`src/rtl/nbit_decoder_seq.sv`:
```
// rtl/nbit_decoder_seq.sv - registered N-to-2^N one-hot decoder with enable, valid capture and auto-scan
// Scan mode (SCAN state, dwell counter, o_wrap) is built only when DEC_SCAN_EN is defined.
module nbit_decoder_seq #(
   parameter int N        = 2,
   parameter int SCAN_DIV = 4
) (
   input  logic                i_clk,
   input  logic                i_rst,
   input  logic                i_en,
   input  logic                i_mode,
   input  logic                i_valid,
   input  logic [N-1:0]        i_I,
   output logic [(1<<N)-1:0]   o_Y,
   output logic                o_valid,
   output logic [N-1:0]        o_idx,
   output logic                o_wrap
);
   localparam int W = 1 << N;
   localparam logic [W-1:0] ONE = W'(1);

   typedef enum logic [1:0] {
      IDLE   = 2'd0,
      DECODE = 2'd1,
      SCAN   = 2'd2
   } state_t;

   state_t         state, state_n;
   logic [W-1:0]   y_n;
   logic           valid_n;
   logic [N-1:0]   idx_n;
   logic           wrap_n;

`ifdef DEC_SCAN_EN
   localparam int CW = (SCAN_DIV > 1) ? $clog2(SCAN_DIV) : 1;
   localparam logic [CW-1:0] CNT_LAST = CW'(SCAN_DIV - 1);
   logic [CW-1:0]  cnt, cnt_n;
`else
   logic           unused_cfg;
   assign unused_cfg = i_mode ^ (SCAN_DIV < 1);
`endif

   always_comb begin
      state_n = state;
      y_n     = o_Y;
      valid_n = 1'b0;
      idx_n   = o_idx;
      wrap_n  = 1'b0;
`ifdef DEC_SCAN_EN
      cnt_n   = '0;
`endif
      if (!i_en) begin
         state_n = IDLE;
         y_n     = '0;
      end
`ifdef DEC_SCAN_EN
      else if (i_mode) begin
         state_n = SCAN;
         if (state != SCAN) begin
            idx_n = '0;
            y_n   = ONE;
         end else if (cnt == CNT_LAST) begin
            // terminal dwell count: advance, flag the roll from the top line back to 0
            idx_n  = o_idx + N'(1);
            y_n    = ONE << idx_n;
            wrap_n = &o_idx;
         end else begin
            cnt_n = cnt + CW'(1);
         end
      end
`endif
      else begin
         state_n = DECODE;
         if (state != DECODE)
            y_n = '0;
         if (i_valid) begin
            y_n     = ONE << i_I;
            idx_n   = i_I;
            valid_n = 1'b1;
         end
      end
   end

   always_ff @(posedge i_clk) begin
      if (i_rst) begin
         state   <= IDLE;
         o_Y     <= '0;
         o_valid <= 1'b0;
         o_idx   <= '0;
         o_wrap  <= 1'b0;
`ifdef DEC_SCAN_EN
         cnt     <= '0;
`endif
      end else begin
         state   <= state_n;
         o_Y     <= y_n;
         o_valid <= valid_n;
         o_idx   <= idx_n;
         o_wrap  <= wrap_n;
`ifdef DEC_SCAN_EN
         cnt     <= cnt_n;
`endif
      end
   end

endmodule
```
`config.mk`:
```
export PLATFORM = sky130hd
export DESIGN_NAME = nbit_decoder_seq
export DESIGN_NICKNAME = d
export VERILOG_FILES = /design/src/rtl/nbit_decoder_seq.sv
export SDC_FILE = /design/constraint.sdc
export NUM_CORES = 1
export LEC_CHECK = 0
export ABC_CLOCK_PERIOD_IN_PS = 1100
export CAP_MARGIN = 15
export CORE_AREA = 2 2 39 41
export CTS_CLUSTER_DIAMETER = 150
export DETAILED_ROUTE_END_ITERATION = 8
export DIE_AREA = 0 0 41 43
export PLACE_DENSITY = 0.52
export SYNTH_ARGS = -nofsm -noshare
export SYNTH_HDL_FRONTEND = slang
export SYNTH_SLANG_ARGS = --single-unit
```
`constraint.sdc`:
```
create_clock -name i_clk -period 1.1 [get_ports i_clk]
set_clock_uncertainty 0.15 [all_clocks]
set_input_delay 0.11 -clock i_clk [delete_from_list [all_inputs] [get_ports i_clk]]
set_output_delay 0.11 -clock i_clk [all_outputs]
set_load 0.01 [all_outputs]
```
==> reports/metrics.csv <==
metric;value;unit
ys_async_sr_fraction;0;
yosysWarnings;0;
critical_path.top_delay_family;flip-flops;
drive_gt1_frac;0.308;
synthAdderAreaFrac;0;
ant_nets;0;
initial_core_util;0.226;
postCtsHoldBufs;0;
maxCapViolations;0;
synthXorXnorAreaFrac;0;
worstPathCellList;clkdlybuf4s15_1;
final_net_count;61;
muxShareOfSynthArea;0;
synth_top_family_by_area;simple AND/OR/NAND/NOR gates;
cts-htree-levels;1;
powerDensity;1270;mW/mm²
antenna_cells;0;
clock_path_buffers;2;
crit_buf_inv;1;
synth-seq-area-share;0.512;
ys.flop_type;dfxtp_1;
yosysUniqueCellTypes;13;
clock-sinks;8;
synth_area_per_cell;9.48;µm²
switching_power;0.000142;W
path_clk_slew;60;ps
grt_use_total;0.0927;
hold_viol;0;
die_h;43;µm
status;completed;
clkPwrFrac;0.375;
worst_path_largest_cell_delay;330;ps
row_count;14;
comb_power_share;0.128;
setup_violations;0;
synthTopCellsByCount;dfxtp_1, a21oi_1, nand3b_1, nand3_1, a21bo_2;
cts-root-buf;clkbuf_4;
cts_buffers;3;
syn_to_final_growth;54.4;%
synthTopCellsByArea;dfxtp_1, nand3b_1, a21oi_1;
critPathKind;reg -> out;
yosysTopAreaCell;dfxtp_1;
tns;0;ps
internal-power;0.000470;W
fp.dieW;41;µm
switching_share;0.233;
vias;296;
yosysMostFrequentCell;dfxtp_1;
finalCritPeriodShare;0.982;
cp_max_fo;2;
rr_startpoint;o_idx[0];
rsz0062_at_grt;false;
wirelength;695;µm
vias_per_cell;4.35;
slew_viol_final;0;
cts_tree;done;
crit_path_top_delay_cell;dfxtp_1;
postSynthCellCount;33;
hold_class;reg -> reg;
synth_area;313;µm²
synth-compound-area-share;0.160;
cp.required;840;ps
antenna_found_initial;0;
drt_iter0_drc;7;
worst_hold_slack;339;ps
core;0.00138;mm²
gr-total-overflow;0;
hpwl;485;µm
leakage;0.204;nW
cp-end-kind;output port;
gp_congestion;0.644;
total_power;0.000612;W
start_kind;flop;
dieArea;0.00176;mm²
clkLatencyLatePin;250;ps
drcViolationCount;0;
grt_start_max_net_pins;13;
fin_util;0.349;
synth_fp_nets;40;
fmax;0.926;GHz
period_needed;1080;ps
grt_pass1_wl;1.05;mm
hp-start;o_Y[1];
grt_pass1_vias;235;
peakVddDrop;0.463;mV
synth_top_area_share;0.512;
startpoint;o_idx[0];
seqPwrFrac;0.497;
pin_count;15;
synth_edf_count;0;
wl_per_cell;10.2;µm
synth_simple_gate_area_frac;0.264;
ys_ff_latch;8;
critical_path_arrival;820;ps
numPortBuffers;12;
first_pass_iters;4;
logic make-up after synthesis:
logic type	Yosys count
AO/OA/AOI/OAI	8
buffers and inverters	3
AND/OR/NAND/NOR	13
other	1
flip-flops	8
path summary, 6_finish.rpt:
kind | cells after the start | to | slack [ps]
min | 2 | o_Y[1] | 340
max | 1 | o_idx[0] | 20
min reg2reg | 2 | o_Y[1] | 340
max reg2reg | 2 | o_idx[0] | 210
area by class of cell:
| class | count | area [µm²] |
|---|---|---|
| clock buffer | 3 | 22.5 |
| tap | 16 | 20.0 |
| multi-input combinational | 22 | 136 |
| inverter | 1 | 3.75 |
| timing repair buffer | 18 | 140 |
| fill | 152 | 901 |
| sequential | 8 | 160 |
cell usage in the layout (no fill, tap or decap):
cell / instances
a21bo_2: 2
a21oi_1: 6
buf_4: 6
clkbuf_2: 5
clkbuf_4: 3
clkdlybuf4s15_1: 2
clkdlybuf4s50_1: 5
conb_1: 1
dfxtp_1: 8
inv_1: 1
nand2_1: 1
nand2b_1: 1
nand3_1: 3
nand3b_1: 6
nor2_1: 1
or3b_1: 1
registers in the layout (all words and copies together), names as in the netlist:
register  count
o_Y           4
o_idx         2
o_valid       1
state         1
per-layer routing:
layer / global-route usage / vias to the layer above / wire (µm)
met5: 0 / - / 0
met4: 0.0600 / 0 / 0
met3: 0.0681 / 0 / 77
met2: 0.106 / 14 / 265
met1: 0.117 / 131 / 352
li1: - / 151 / -
power by group through the flow:
stage | clock, W | combinational, W | sequential, W
after global routing | 0.000249 | 0.0000855 | 0.000305
after detailed placement | 0 | 0.0000835 | 0.000311
final | 0.000229 | 0.0000783 | 0.000304
after floorplan | 0 | 0.0000273 | 0.000314
after global placement | 0 | 0.0000838 | 0.000310
after CTS | 0.000237 | 0.0000800 | 0.000304
metrics by stage:
stage	worst slack, ps	area, µm²	instances
after floorplan	199	313	33
after global placement	-179	485	65
after detailed placement	-183	485	65
after CTS	10.9	507	68
after global routing	8.38	483	68
final	19.7	483	68
repair_timing:
| action | CTS | global route |
|---|---|---|
| resized for setup | 13 | 6 |
| hold endpoints to repair | 0 | 0 |
| buffers inserted | 0 | 0 |
| endpoints found under the setup margin | 7 | 6 |
(Power assumes the default switching activity.)
